## src/rtl/intcalc_seq.sv

```systemverilog
// intcalc_seq: sequential integer unit. It computes the short ops (sign extend,
// complement, negate) in one cycle. Multiply and divide are radix-2 iterative
// and take WIDTH cycles, followed by one sign-fixup cycle.

package intcalc_pkg;

    typedef enum logic [3:0] {
        INT_EXT   = 4'd0,
        INT_EXTB  = 4'd1,
        INT_COM   = 4'd2,
        INT_NEG   = 4'd3,
        INT_MUL   = 4'd4,
        INT_MULU  = 4'd5,
        INT_MULX  = 4'd6,
        INT_MULUX = 4'd7,
        INT_DIV   = 4'd8,
        INT_MOD   = 4'd9,
        INT_DIVU  = 4'd10,
        INT_MODU  = 4'd11
    } intfunc_t;

    // Multiply and divide ops run through the iterative datapath
    function automatic logic func_is_long(input intfunc_t f);
        logic r;
        case (f)
            INT_MUL, INT_MULU, INT_MULX, INT_MULUX,
            INT_DIV, INT_MOD, INT_DIVU, INT_MODU: r = 1'b1;
            default:                              r = 1'b0;
        endcase
        return r;
    endfunction

    function automatic logic func_is_div(input intfunc_t f);
        logic r;
        case (f)
            INT_DIV, INT_MOD, INT_DIVU, INT_MODU: r = 1'b1;
            default:                              r = 1'b0;
        endcase
        return r;
    endfunction

    // Ops whose operands are treated as two's-complement
    function automatic logic func_is_signed(input intfunc_t f);
        logic r;
        case (f)
            INT_MUL, INT_MULX, INT_DIV, INT_MOD: r = 1'b1;
            default:                             r = 1'b0;
        endcase
        return r;
    endfunction

endpackage

module intcalc_seq
    import intcalc_pkg::*;
#(
    parameter int WIDTH = 32
) (
    input  logic             clk_i,
    input  logic             rst_i,
    input  intfunc_t         func,
    input  logic [WIDTH-1:0] a,
    input  logic [WIDTH-1:0] b,
    input  logic             in_valid,
    output logic             in_ready,
    output logic [WIDTH-1:0] out,
    output logic             out_valid,
    input  logic             out_ready,
    output logic             divzero
);

    localparam int CW = $clog2(WIDTH);

    typedef enum logic [1:0] {
        IDLE  = 2'd0,
        CALC  = 2'd1,
        FIXUP = 2'd2,
        DONE  = 2'd3
    } state_t;

    state_t             state_r, state_s;
    logic               in_ready_r, out_valid_r;
    logic [WIDTH-1:0]   out_r;
    logic               divzero_r;
    intfunc_t           func_r;
    logic               neg_r;      // negate product / quotient in fixup
    logic               nega_r;     // negate remainder in fixup (sign of a)
    logic [CW-1:0]      count_r;
    logic [WIDTH-1:0]   mb_r;       // |b|: multiplicand or divisor
    logic [WIDTH-1:0]   hi_r;       // product high half / partial remainder
    logic [WIDTH-1:0]   lo_r;       // product low half / dividend-quotient

    logic               b_zero_s;
    logic               long_s;
    logic               sgn_s;
    logic [WIDTH:0]     mul_sum_s;
    logic [WIDTH:0]     div_shift_s;
    logic [WIDTH:0]     div_diff_s;
    logic [2*WIDTH-1:0] prod_s;
    logic [WIDTH-1:0]   quo_s;
    logic [WIDTH-1:0]   rem_s;
    logic [WIDTH-1:0]   fix_res_s;

    // Magnitude of v when treated as signed; MIN maps to 2^(WIDTH-1) unsigned
    function automatic logic [WIDTH-1:0] mag(input logic [WIDTH-1:0] v, input logic sgn);
        return (sgn && v[WIDTH-1]) ? -v : v;
    endfunction

    // Result of ops that complete in a single cycle (including divide by zero)
    function automatic logic [WIDTH-1:0] short_result(input intfunc_t f,
                                                      input logic [WIDTH-1:0] x);
        logic [WIDTH-1:0] r;
        case (f)
            INT_EXT:           r = {{(WIDTH-16){x[15]}}, x[15:0]};
            INT_EXTB:          r = {{(WIDTH-8){x[7]}}, x[7:0]};
            INT_COM:           r = ~x;
            INT_NEG:           r = -x;
            INT_DIV, INT_DIVU: r = {WIDTH{1'b1}};
            INT_MOD, INT_MODU: r = x;
            default:           r = {WIDTH{1'b0}};
        endcase
        return r;
    endfunction

    assign in_ready  = in_ready_r;
    assign out_valid = out_valid_r;
    assign out       = out_r;
    assign divzero   = divzero_r;

    // Request decode: a divide by zero is finished immediately as a short op
    always_comb begin
        b_zero_s = (b == {WIDTH{1'b0}});
        sgn_s    = func_is_signed(func);
        long_s   = func_is_long(func) && !(func_is_div(func) && b_zero_s);
    end

    // One radix-2 step of shift-add multiply and restoring divide, plus fixup values
    always_comb begin
        mul_sum_s   = {1'b0, hi_r} + (lo_r[0] ? {1'b0, mb_r} : {(WIDTH+1){1'b0}});
        div_shift_s = {hi_r, lo_r[WIDTH-1]};
        div_diff_s  = div_shift_s - {1'b0, mb_r};
        prod_s      = neg_r ? -{hi_r, lo_r} : {hi_r, lo_r};
        quo_s       = neg_r ? -lo_r : lo_r;
        rem_s       = nega_r ? -hi_r : hi_r;
        case (func_r)
            INT_MUL, INT_MULU:   fix_res_s = prod_s[WIDTH-1:0];
            INT_MULX, INT_MULUX: fix_res_s = prod_s[2*WIDTH-1:WIDTH];
            INT_DIV, INT_DIVU:   fix_res_s = quo_s;
            INT_MOD, INT_MODU:   fix_res_s = rem_s;
            default:             fix_res_s = {WIDTH{1'b0}};
        endcase
    end

    // Next-state logic for IDLE -> (CALC -> FIXUP ->) DONE -> IDLE
    always_comb begin
        state_s = state_r;
        case (state_r)
            IDLE: begin
                if (in_valid) begin
                    state_s = long_s ? CALC : DONE;
                end else begin
                    state_s = IDLE;
                end
            end
            CALC: begin
                if (count_r == {CW{1'b0}}) begin
                    state_s = FIXUP;
                end else begin
                    state_s = CALC;
                end
            end
            FIXUP: state_s = DONE;
            DONE: begin
                if (out_ready) begin
                    state_s = IDLE;
                end else begin
                    state_s = DONE;
                end
            end
            default: state_s = IDLE;
        endcase
    end

    // State register with handshake flags registered alongside it
    always_ff @(posedge clk_i) begin
        if (rst_i) begin
            state_r     <= IDLE;
            in_ready_r  <= 1'b1;
            out_valid_r <= 1'b0;
        end else begin
            state_r     <= state_s;
            in_ready_r  <= (state_s == IDLE);
            out_valid_r <= (state_s == DONE);
        end
    end

    // Operand capture, iterative datapath and result register
    always_ff @(posedge clk_i) begin
        if (rst_i) begin
            func_r    <= INT_EXT;
            neg_r     <= 1'b0;
            nega_r    <= 1'b0;
            count_r   <= {CW{1'b0}};
            mb_r      <= {WIDTH{1'b0}};
            hi_r      <= {WIDTH{1'b0}};
            lo_r      <= {WIDTH{1'b0}};
            out_r     <= {WIDTH{1'b0}};
            divzero_r <= 1'b0;
        end else begin
            case (state_r)
                IDLE: begin
                    if (in_valid) begin
                        func_r  <= func;
                        neg_r   <= sgn_s && (a[WIDTH-1] ^ b[WIDTH-1]);
                        nega_r  <= sgn_s && a[WIDTH-1];
                        count_r <= CW'(WIDTH - 1);
                        mb_r    <= mag(b, sgn_s);
                        hi_r    <= {WIDTH{1'b0}};
                        lo_r    <= mag(a, sgn_s);
                        if (!long_s) begin
                            out_r     <= short_result(func, a);
                            divzero_r <= func_is_div(func) && b_zero_s;
                        end else begin
                            out_r     <= out_r;
                            divzero_r <= divzero_r;
                        end
                    end else begin
                        func_r <= func_r;
                    end
                end
                CALC: begin
                    if (func_is_div(func_r)) begin
                        hi_r <= div_diff_s[WIDTH] ? div_shift_s[WIDTH-1:0]
                                                  : div_diff_s[WIDTH-1:0];
                        lo_r <= {lo_r[WIDTH-2:0], ~div_diff_s[WIDTH]};
                    end else begin
                        hi_r <= mul_sum_s[WIDTH:1];
                        lo_r <= {mul_sum_s[0], lo_r[WIDTH-1:1]};
                    end
                    if (count_r != {CW{1'b0}}) begin
                        count_r <= count_r - {{(CW-1){1'b0}}, 1'b1};
                    end else begin
                        count_r <= count_r;
                    end
                end
                FIXUP: begin
                    out_r     <= fix_res_s;
                    divzero_r <= 1'b0;
                end
                DONE: begin
                    out_r <= out_r;
                end
                default: begin
                    out_r <= out_r;
                end
            endcase
        end
    end

endmodule

```

## config.mk

```make
export PLATFORM = sky130hd
export DESIGN_NAME = intcalc_seq
export DESIGN_NICKNAME = d
export VERILOG_FILES = /design/src/rtl/intcalc_seq.sv
export SDC_FILE = /design/constraint.sdc
export NUM_CORES = 1
export LEC_CHECK = 0
export CORE_UTILIZATION = 55
export CTS_CLUSTER_DIAMETER = 30
export DETAILED_ROUTE_END_ITERATION = 8
export GPL_TIMING_DRIVEN = 0
export PLACE_DENSITY_LB_ADDON = 0.12
export SLEW_MARGIN = 20
export SYNTH_ARGS = -nofsm -noshare
export SYNTH_HDL_FRONTEND = slang
export SYNTH_SLANG_ARGS = --single-unit
```

## constraint.sdc

```tcl
create_clock -name clk_i -period 4.35 [get_ports clk_i]
set_clock_uncertainty 0.2 [all_clocks]
set_input_delay 0.6525 -clock clk_i [delete_from_list [all_inputs] [get_ports clk_i]]
set_output_delay 0.6525 -clock clk_i [all_outputs]
set_load 0.02 [all_outputs]
```

==> results of run 1 <==
-- through the flow --
stage               power [mW]  setup WS, ps  instances
detailed placement        4.47          -860       2580
global route              6.42          15.2       2614
finish                    6.15           113       2614
floorplan                 3.62           915       2139
CTS                       6.03          56.4       2612
global placement          4.43          -758       2580
-- worst reg2reg max path, stage by stage, from the launching register on --
cell      delay [ps]
dfxtp_1          460
inv_1            180
ha_1             270
fa_1             430
nand2b_1         180
a21o_1           200
a211o_1          370
a31oi_4          280
o211ai_1         170
nand3_1          180
nor2b_1          230
buf_4            260
buf_4            260
mux2i_1          320
o211ai_1         110
-- flip-flops by register name (all words and copies together), names as in the netlist --
signal	cells
nega_r	1
lo_r	32
out	32
neg_r	1
divzero	1
mb_r	32
func_r	4
state_r	2
out_valid	1
count_r	5
hi_r	32
in_ready	1
-- layout make-up --
| cell class | instances | share of cell area |
|---|---|---|
| flip-flops and latches | 144 | 0.169 |
| well taps | 341 | 0.0249 |
| repair buffers | 102 | 0.0594 |
| clock buffers | 18 | 0.0251 |
| plain buffers | 179 | 0.0414 |
| inverters | 73 | 0.0160 |
| clock inverters | 14 | 0.00973 |
| multi-input cells | 1743 | 0.655 |
-- worst paths after layout --
check | slack, ps | cells past startpoint | start | endpoint
max | 110 | 14 | lo_r[31] | hi_r[30]
min | 260 | 2 | out[1] | out[1]
max reg2reg | 110 | 14 | lo_r[31] | hi_r[30]
min reg2reg | 260 | 2 | out[1] | out[1]
-- cell usage in the layout, fill, tap and decap left out, drive strengths merged, types with 11 or more instances in the layout --
master / instances
xnor2: 69
o21ai: 148
and3: 14
o31ai: 35
o211ai: 15
a31oi: 20
o41ai: 12
a22oi: 15
a21o: 24
o221ai: 25
nor3: 53
o21a: 15
nand3: 35
a21oi: 171
o21bai: 11
nor2b: 11
dfxtp: 144
clkdlybuf4s50: 100
mux2i: 33
ha: 72
nand2b: 24
xor2: 106
o22ai: 31
nand2: 248
or4: 16
clkbuf: 177
and2: 11
nor2: 210
nor4: 20
inv: 81
or3: 41
buf: 22
a311oi: 40
a211oi: 94
-- where the power goes --
group,switching [mW],internal [mW]
sequential,0.167,1.50
clock,0.757,0.823
combinational,1.83,1.07
-- cells by family after synthesis --
kind of cell             Yosys count  synth area share
AO/OA/AOI/OAI                    725             0.319
XOR/XNOR                         175             0.102
adder cells (fa/ha/maj)           74            0.0628
buffers and inverters            252            0.0651
flip-flops                       144             0.192
multiplexers                      38            0.0258
AND/OR/NAND/NOR                  731             0.233
-- routing by layer --
metal  share of wire  up-vias  track usage
met5               0        -            0
met4           0.071        0        0.280
met3           0.083      223       0.0608
met2            0.45      971        0.670
met1            0.40     8139        0.503
li1                -     8092            -
-- timing repair --
action                     in CTS  in global routing
pin swaps                       0                  1
hold buffers                    0                  0
setup endpoints to repair      49                 55
buffers inserted                0                  2
resized for setup               7                 13
==> run metrics, run 1 <==
Placeable Area 0.0269 mm2; CP Launch Type flop; routability congestion estimate 1.05; vias per cell 6.67; critical path type reg2reg; period utilisation layout 0.974; sequential fraction of the synthesis area 0.192; CTS root buf clkbuf_16; setup total negative slack 0 ps; Area growth syn-to-layout 14.1%; FF/Latch Area 0.00288 mm2; largest net degree at the start of global routing 17; area of the multi-input gates 0.0112 mm2; Avg WL per Cell 22.3 um; DIE HEIGHT 167 um; htree depth 4; synthesized instance count 2139; vias in the first global route 16300; die extent in x 167 um; Clock Pin Slew Worst Setup and Hold Paths 80 ps; Slew @ Worst Pin 952 ps; clock period minus worst slack 4240 ps; Max transition margin 0.349; Initial DRC Count 1990; ranking of synthesized cells by area dfxtp_1 (19%), nand2_1 (6.2%), xor2_1 (6.2%); pins over their slew limit 0; GRT Total Usage 0.412; number of remaining DRC errors 0; num ports 107; antenna viol nets, final 0; first-pass GRT wire length 90100 um; Hold Violations, Final 0; Synth Cell Area 0.0150 mm2; # fillers 2562; TritonCTS clock tree built; Ant. Diodes 0; total CTS buffers 17; worst-path cell chain inv_1 -> ha_1 -> fa_1 -> nand2b_1 -> a21o_1 -> a211o_1 -> a31oi_4 -> o211ai_1 -> nand3_1 -> nor2b_1 -> buf_4 -> buf_4 -> mux2i_1 -> o211ai_1; Post-synth EDFFs 0; YS warnings 0; Worst Path Max Fanout 10; clk sink count 144; initial antenna violation count 0; Critical Path RT 4470 ps; vias after detailed routing 17400; clock latency on the worst-skew pair 450 ps; Peak VDD IR 0.000290 V; DP Area 0.0164 mm2; RSZ-0062 raised after global routing no; Synth area leader dfxtp_1; fmax 0.236 GHz; final core utilization 0.636; Buf/Inv on CP 3; top post-synthesis cells by count nand2_1 (248), nor2_1 (210), a21oi_1 (171); P per Cell Area 359 mW/mm2; Slowest-stage cell, CP dfxtp_1; most common cell in the synthesized netlist nand2_1; final wirelength 58300 um; Max-Cap Viols 0; worst hold path class reg2reg; die area 0.0279 mm2; Setup crit end kind flop; Leak 6.11 nW; Syn Nets 2285; critical path arrival 4350 ps; Overflow after GRT 0; delay-heaviest family, CP compound AO/OA/AOI/OAI gates; Port Buffers 100; DP HPWL 45300 um; starting density of the core 0.558; mean post-synth cell area 7.01 um2; Max Buffers Root-to-Sink 2; Top FF cell, synth dfxtp_1; share of layout cells above drive strength 1 0.0396; # nets final 2406; Min Hold Slack 263 ps; status finished, final reports clean; final instance area 0.0171 mm2; Largest stage delay, worst path 460 ps; Post-synth ARST share 0; #FFs+latches synth 144; Core Rows 60; DRT Pass-1 Iters 8; Final setup viols 0; library cells used by synthesis 83; top cell type's share of synthesized area 0.192
No activity file was read; power rests on OpenSTA's default activity.
==> run 2: changes to the inputs <==
--- a/config.mk
+++ b/config.mk
@@ -10,6 +10,7 @@
 export DETAILED_ROUTE_END_ITERATION = 8
 export GPL_TIMING_DRIVEN = 0
 export PLACE_DENSITY_LB_ADDON = 0.12
+export REMOVE_ABC_BUFFERS = 1
 export SLEW_MARGIN = 20
 export SYNTH_ARGS = -nofsm -noshare
 export SYNTH_HDL_FRONTEND = slang
==> run 2 against run 1 <==
Global-route usage down 7.4 points. Critical path type is now in2reg. Core utilization down 0.85 points. Via count down 7.6%. Clock-buffer cell count unchanged. Final cell count down 5.8%. Sequential power up 5%. Design area down 1.3%. Combinational power down 6%. Clock power down 4%. Total power down 2.6%. Die area unchanged.
==> run metrics, run 2 (synthesis results as in run 1) <==
status finished, final reports clean (unchanged); htree depth 4 (unchanged); DP HPWL 34900 um (was 45300 um); CP Launch Type input port (was flop); total CTS buffers 17 (unchanged); TritonCTS clock tree built (unchanged); vias after detailed routing 16100 (was 17400); Initial DRC Count 1929 (was 1990); GRT Total Usage 0.337 (was 0.412); Min Hold Slack 264 ps (was 263 ps); clock latency on the worst-skew pair 450 ps (about the same); routability congestion estimate 0.900 (was 1.05); Critical Path RT 4490 ps (was 4470 ps); critical hold path startpoint out[1] (unchanged); initial antenna violation count 0 (unchanged); crit path launch func[2] (was lo_r[31]); RSZ-0062 raised after global routing yes (was no); Hold Violations, Final 0 (unchanged); vias per cell 6.54 (was 6.67); Peak VDD IR 0.000179 V (was 0.000290 V); P per Cell Area 355 mW/mm2 (was 359 mW/mm2); first-pass GRT wire length 76400 um (was 90100 um); Final setup viols 0 (unchanged); DRT Pass-1 Iters 8 (unchanged); DP Area 0.0161 mm2 (was 0.0164 mm2); Slew @ Worst Pin 1130 ps (was 952 ps); Max Buffers Root-to-Sink 2 (unchanged); final core utilization 0.628 (was 0.636); starting density of the core 0.558 (unchanged); clk sink count 144 (unchanged); leading cell type in the layout, fill and taps excluded nand2_1 (unchanged); antenna viol nets, final 0 (unchanged); share of layout cells above drive strength 1 0.0561 (was 0.0396); Avg WL per Cell 19.4 um (was 22.3 um); critical path type in2reg (was reg2reg); final wirelength 47800 um (was 58300 um); final instance area 0.0169 mm2 (was 0.0171 mm2); Critical R2R Launch lo_r[31] (unchanged); num ports 107 (unchanged); DIE HEIGHT 167 um (unchanged); clock period minus worst slack 4350 ps (was 4240 ps); vias in the first global route 14500 (was 16300); Post-CTS Hold Buffers 0 (unchanged); Overflow after GRT 0 (unchanged); CTS root buf clkbuf_16 (unchanged); Clock Pin Slew Worst Setup and Hold Paths 70 ps (was 80 ps); most frequent cells in the layout nand2_1 (244), nor2_1 (208), a21oi_1 (168) (was nand2_1 (248), nor2_1 (209), a21oi_1 (170)); Post-Place Cells 2421 (was 2580); Max-Cap Viols 0 (unchanged); fmax 0.230 GHz (was 0.236 GHz); fin cells 2462 (was 2614); Max transition margin 0.242 (was 0.349); largest net degree at the start of global routing 88 (was 17); Ant. Diodes 0 (unchanged); Core Rows 60 (unchanged); # nets final 2254 (was 2406); Port Buffers 106 (was 100); Area growth syn-to-layout 12.6% (was 14.1%); number of remaining DRC errors 0 (unchanged); period utilisation layout 1.00 (was 0.974); critical path arrival 4490 ps (was 4350 ps); die extent in x 167 um (unchanged); setup total negative slack 0 ps (unchanged); Placeable Area 0.0269 mm2 (unchanged); Setup crit end kind flop (unchanged); Leak 6.06 nW (was 6.11 nW); pins over their slew limit 0 (unchanged); die area 0.0279 mm2 (unchanged); worst hold path class reg2reg (unchanged); Worst Path Max Fanout 38 (was 10)
-- run 2: cell count changes in the layout (fill, tap and decap cells not counted), sizes merged --
cell           delta
buf               +2
clkdlybuf4s50     +4
clkinvlp          +5
clkinv            -1
inv               -3
clkbuf          -159
-- run 2: what timing repair did --
action                                  in CTS  in global routing
pin swaps                                    3                  0
endpoints found under the setup margin      97                 57
endpoints found under the hold margin        0                  0
buffers inserted                             3                  5
gates resized for setup                     10                  8
gates cloned                                 1                  0
-- run 2: final timing paths --
kind	to	slack, ps	depth (start not counted)
hold / removal	out[1]	260	2
setup / recovery	lo_r[7]	2	10
setup reg to reg	hi_r[0]	180	13
hold reg to reg	out[1]	260	2
-- run 2: cell type report --
type	instances	area [um2]
Clock buffer	18	439
Tap cell	341	427
Timing Repair Buffer	128	1420
Fill cell	2488	10000
Timing Repair inverter	1	7.51
Clock inverter	14	143
Multi-Input combinational cell	1743	11300
Inverter	73	282
Sequential cell	144	2890
-- run 2: metal layers --
metal  up-vias  track usage  share of wire
li1       7791            -              -
met2       750        0.543           0.45
met4         0        0.157          0.040
met3       107       0.0316          0.069
met5         -            0              0
met1      7446        0.454           0.44
-- run 2: worst max-delay path, stage by stage --
cell	delay, ps
clkdlybuf4s50_1	460
inv_1	150
ha_4	390
clkinvlp_4	410
o2bb2ai_2	770
nand2_2	580
or3_1	470
a21oi_1	230
a211oi_1	70
a311oi_1	260
-- run 2: power by group --
group,switching (mW),internal (mW)
registers,0.248,1.50
clock network,0.694,0.822
logic,1.61,1.11
total,2.56,3.43
-- run 2: metrics by stage --
step | power (mW) | worst slack [ps]
after detailed placement | 4.37 | -2410
after global placement | 4.27 | -4170
after CTS | 5.90 | 1.60
final | 5.99 | 1.80
after floorplan | 3.53 | -524
after global routing | 6.31 | -83.0
==> patch 1 (config.mk and constraints of run 1) <==
Encoding of `state_t`: now one-hot (4 bits for 4 states).
--- a/src/rtl/intcalc_seq.sv
+++ b/src/rtl/intcalc_seq.sv
@@ -71,11 +71,11 @@
 
     localparam int CW = $clog2(WIDTH);
 
-    typedef enum logic [1:0] {
-        IDLE  = 2'd0,
-        CALC  = 2'd1,
-        FIXUP = 2'd2,
-        DONE  = 2'd3
+    typedef enum logic [3:0] {
+        IDLE  = 4'b0001,
+        CALC  = 4'b0010,
+        FIXUP = 4'b0100,
+        DONE  = 4'b1000
     } state_t;
 
     state_t             state_r, state_s;
Formal check against the unedited RTL: no difference found for any inputs over 4 cycles, from zero or initial values and one cycle with rst_i high; so few cycles prove little.
==> patch 1 against run 1 <==
Worst hold slack got worse by 0.0071 ns. Non-clock buffer count decreased by 20. Cell count shrank 2.5%. Utilization rose by 1.3 points. Highest routed layer unchanged. Setup slack worse by 0.022 ns. Critical path depth rose by 1. Sequential cell count increased by 2. Largest power group unchanged. Routed wire length decreased by 4.2%. Cell area shrank 3.3%. Power fell by 20%. Synthesized area shrank 3.8%.
==> patch 1: results (changes against run 1) <==
status=finished clean (unchanged); Final clock-cell share=0.0375 (was 0.0348); Worst Max-Slew Pin Slew=1.16 ns (was 0.952 ns); CTS sink count=146 (was 144); DR pass1 iterations=6 (was 8); die area=26900 um2 (was 27900 um2); first-pass GRT wire length=84.1 mm (was 90.1 mm); initial drt markers=2011 (was 1990); Non-CTS inverters=65 (was 73); Post-DP Area=15800 um2 (was 16400 um2); syn nets=2230 (was 2285); leakage power=6.36 nW (was 6.11 nW); CP delay by family, top=simple AND/OR/NAND/NOR gates (was compound AO/OA/AOI/OAI gates); Area growth syn-to-layout=14.7% (was 14.1%); #MultiIn Comb=1715 (was 1743); number of global-route vias before repair=15249 (was 16312); WL/cell=21.9 um (was 22.3 um); Post-synth top cells=nand2_1, a21oi_1, nor2_1 (was nand2_1, nor2_1, a21oi_1); fraction of area in multi-input gates=0.647 (was 0.655); buffering overhead=0.0990 (was 0.101); Internal=2.94 mW (was 3.39 mW); sequential fraction of the synthesis area=0.203 (was 0.192); initial antenna violation count=1 (was 0); storage element area=2920 um2 (was 2880 um2); GRT Overall Usage=0.410 (was 0.412); Final nets=2352 (was 2406); Crit-path slowest cell=or3b_2 (was dfxtp_1)
## patch 1: timing repair
action,CTS,global route
setup endpoints to repair,10,47
cloned,0,1
buffers inserted,0,7
resized for setup,4,13
pin swaps,0,3
## patch 1: logic make-up after synthesis
group	synth area share
AOI/OAI and AO/OA	0.317
and+or+nand+nor	0.230
buffers and inverters	0.0595
xor gates and xnor gates	0.114
DFF	0.203
adders and majority gates	0.0653
muxes	0.0105
## patch 1: power by group through the flow
stage                     Sequential (mW)  Combinational, mW  Clock, mW
after floorplan                      1.60               1.07          0
after global placement               1.61               1.60          0
after detailed placement             1.62               1.62          0
after CTS                            1.59               1.63       1.60
after global routing                 1.60               1.83       1.65
final                                1.59               1.70       1.61
## patch 1: through the flow
stage	setup slack [ns]	instances	TNS [ns]
after global routing	0.00142	2549	0
after floorplan	0.815	2084	0
after detailed placement	-0.196	2509	-2.21
final	0.0913	2549	0
after global placement	-0.176	2509	-1.64
after CTS	0.0921	2541	0
## patch 1: worst paths after layout
kind | cells past startpoint | endpoint | from | slack [ns]
worst max-delay path | 15 | out[12]$_SDFFE_PP0P_ | lo_r[0]$_SDFFE_PP0P_ | 0.09
worst min-delay path | 1 | state_r[2]$_SDFF_PP0_ | count_r[4]$_SDFFE_PP0P_ | 0.26
worst max register to register | 15 | out[12]$_SDFFE_PP0P_ | lo_r[0]$_SDFFE_PP0P_ | 0.09
worst min register to register | 1 | state_r[2]$_SDFF_PP0_ | count_r[4]$_SDFFE_PP0P_ | 0.26
## patch 1: layer usage
metal / wire, um / up-vias / global-route usage
li1: - / 7778 / -
met1: 23500 / 8003 / 0.559
met2: 24400 / 966 / 0.635
met3: 5940 / 163 / 0.0747
met4: 2110 / 0 / 0.168
met5: 0 / - / 0
==> patch 2 (flow settings as in run 1) <==
Without the edit above. The parameter `WIDTH` goes from 32 to 16.
--- a/src/rtl/intcalc_seq.sv
+++ b/src/rtl/intcalc_seq.sv
@@ -54,7 +54,7 @@
 module intcalc_seq
     import intcalc_pkg::*;
 #(
-    parameter int WIDTH = 32
+    parameter int WIDTH = 16
 ) (
     input  logic             clk_i,
     input  logic             rst_i,
Ports: changed (resized a, b and out); port bits go from 107 to 59. No check against the original RTL was run, so the function may have changed too.
==> patch 2 against run 1 <==
Power shrank 47%. Cell area is 47% lower. Synthesized cell count down 49%. Routed wire length down 54%. Utilization is 0.84 points higher. Cell count fell by 48%. Global-route usage shrank 4.3 points. Setup slack better by 0.34 ns. Sequential cell count decreased by 65. Synthesized area decreased by 47%. Critical endpoint is now hi_r[1]$_SDFFE_PP0P_. Largest power group unchanged. Highest routed layer unchanged.
==> patch 2: results (changes against run 1) <==
Root Driver=clkbuf_16 (unchanged); Vias=8943 (was 17425); DP HPWL=21.1 mm (was 45.3 mm); largest net degree at the start of global routing=15 (was 17); Netlist cell types=82 (was 83); multiplexer area fraction after synthesis=0.0228 (was 0.0258); H-tree depth=3 (was 4); Rel. slew slack=0.315 (was 0.349); hold depth=2 (unchanged); share of cells above drive strength 1=0.0394 (was 0.0396); status=finished clean (unchanged); asr flop ratio synth=0 (unchanged); CTS Buf Count=9 (was 17); GRT Overall Usage=0.368 (was 0.412); Crit Path Max Fanout=10 (unchanged); WHS=0.266 ns (was 0.263 ns); syn nets=1181 (was 2285); Hold Path Class=reg -> reg (unchanged); clk_lat worst skew=0.36 ns (was 0.45 ns); number of global-route vias before repair=7835 (was 16312); area share of fa/ha/maj cells after synthesis=0.0683 (was 0.0628); Area contributors post-synth=dfxtp_1, ha_1, nand2_1 (was dfxtp_1, nand2_1, xor2_1); # Post-CTS Setup Buffers=0 (unchanged); setup slack, reg-to-reg=0.45 ns (was 0.11 ns); post-synthesis xor/xnor area fraction=0.0963 (was 0.102); initial drt markers=1197 (was 1990); sequential fraction of the synthesis area=0.200 (was 0.192); clock buffer depth=2 (unchanged); Synth Instances=1099 (was 2139); Post-synth top cells=nand2_1, nor2_1, dfxtp_1 (was nand2_1, nor2_1, a21oi_1); fillers=1325 (was 2562); crit path DAT=3.96 ns (was 4.35 ns); first-pass GRT wire length=41.6 mm (was 90.1 mm); DR pass1 iterations=8 (unchanged); Ys Warns=0 (unchanged); Max VDD drop=0.000292 V (was 0.000290 V); n_diodes=0 (unchanged); clk slew on worst S/H paths=0.07 ns; R2R depth=11 (was 14); final WL=27.1 mm (was 58.3 mm); Post-CTS Resized=0 (was 7); Synth Area in Compound Gates=0.316 (was 0.319); initial antenna violation count=0 (unchanged); leakage power=3.20 nW (was 6.11 nW); gp weighted congestion=1.03 (was 1.05); # port buffers=53 (was 100); Main synth FF type=dfxtp_1 (unchanged); Initial Util=0.568 (was 0.558)
## patch 2: path summary, 6_finish.rpt
check / end / from
max: hi_r[1]$_SDFFE_PP0P_ / hi_r[0]$_SDFFE_PP0P_
min: mb_r[15]$_SDFFE_PP0P_ / mb_r[15]$_SDFFE_PP0P_
max reg2reg: hi_r[1]$_SDFFE_PP0P_ / hi_r[0]$_SDFFE_PP0P_
min reg2reg: mb_r[15]$_SDFFE_PP0P_ / mb_r[15]$_SDFFE_PP0P_
## patch 2: layout make-up
| cell class | count | area, um2 | share of cell area |
|---|---|---|---|
| buffer | 85 | 350 | 0.0390 |
| clock buffer | 11 | 253 | 0.0281 |
| clock inverter | 5 | 63.8 | 0.00710 |
| inverter | 45 | 169 | 0.0188 |
| multi-input combinational | 890 | 5810 | 0.647 |
| sequential | 79 | 1580 | 0.176 |
| tap | 180 | 225 | 0.0251 |
| timing repair buffer | 53 | 531 | 0.0590 |
## patch 2: metrics by stage
stage | power, mW | cell area, um2 | worst slack, ns | cells
floorplan | 1.94 | 7910 | 1.33 | 1099
global placement | 2.37 | 8670 | 0.207 | 1332
detailed placement | 2.39 | 8670 | 0.180 | 1332
CTS | 3.20 | 8990 | 0.554 | 1348
global route | 3.41 | 8990 | 0.286 | 1348
finish | 3.25 | 8990 | 0.451 | 1348
## patch 2: routing by layer
metal | GRT usage | vias up | part of all wire
li1 | - | 4184 | -
met1 | 0.516 | 4176 | 0.42
met2 | 0.546 | 526 | 0.43
met3 | 0.0941 | 57 | 0.13
met4 | 0.118 | 0 | 0.022
met5 | 0 | - | 0
## patch 2: critical path, stage by stage, from the launching register on
cell and delay (ns):
dfxtp_1 0.36, clkbuf_1 0.36, inv_1 0.16, fa_1 0.48, nand2b_1 0.22, a21oi_1 0.16, o21ai_1 0.24, o41a_1 0.46
nand2_1 0.31, buf_2 0.41, o211ai_1 0.16, a211oi_1 0.27
## patch 2: kinds of logic after synthesis
logic type      after synthesis
mux                          18
compound gates              363
simple gates                380
flops                        79
buf+inv                     130
fa+ha+maj                    42
xor+xnor                     87
## patch 2: power breakdown
group / switching (mW) / total (mW) / internal, mW
clock network: 0.338 / 0.819 / 0.480
logic: 0.933 / 1.49 / 0.559
registers: 0.112 / 0.940 / 0.828
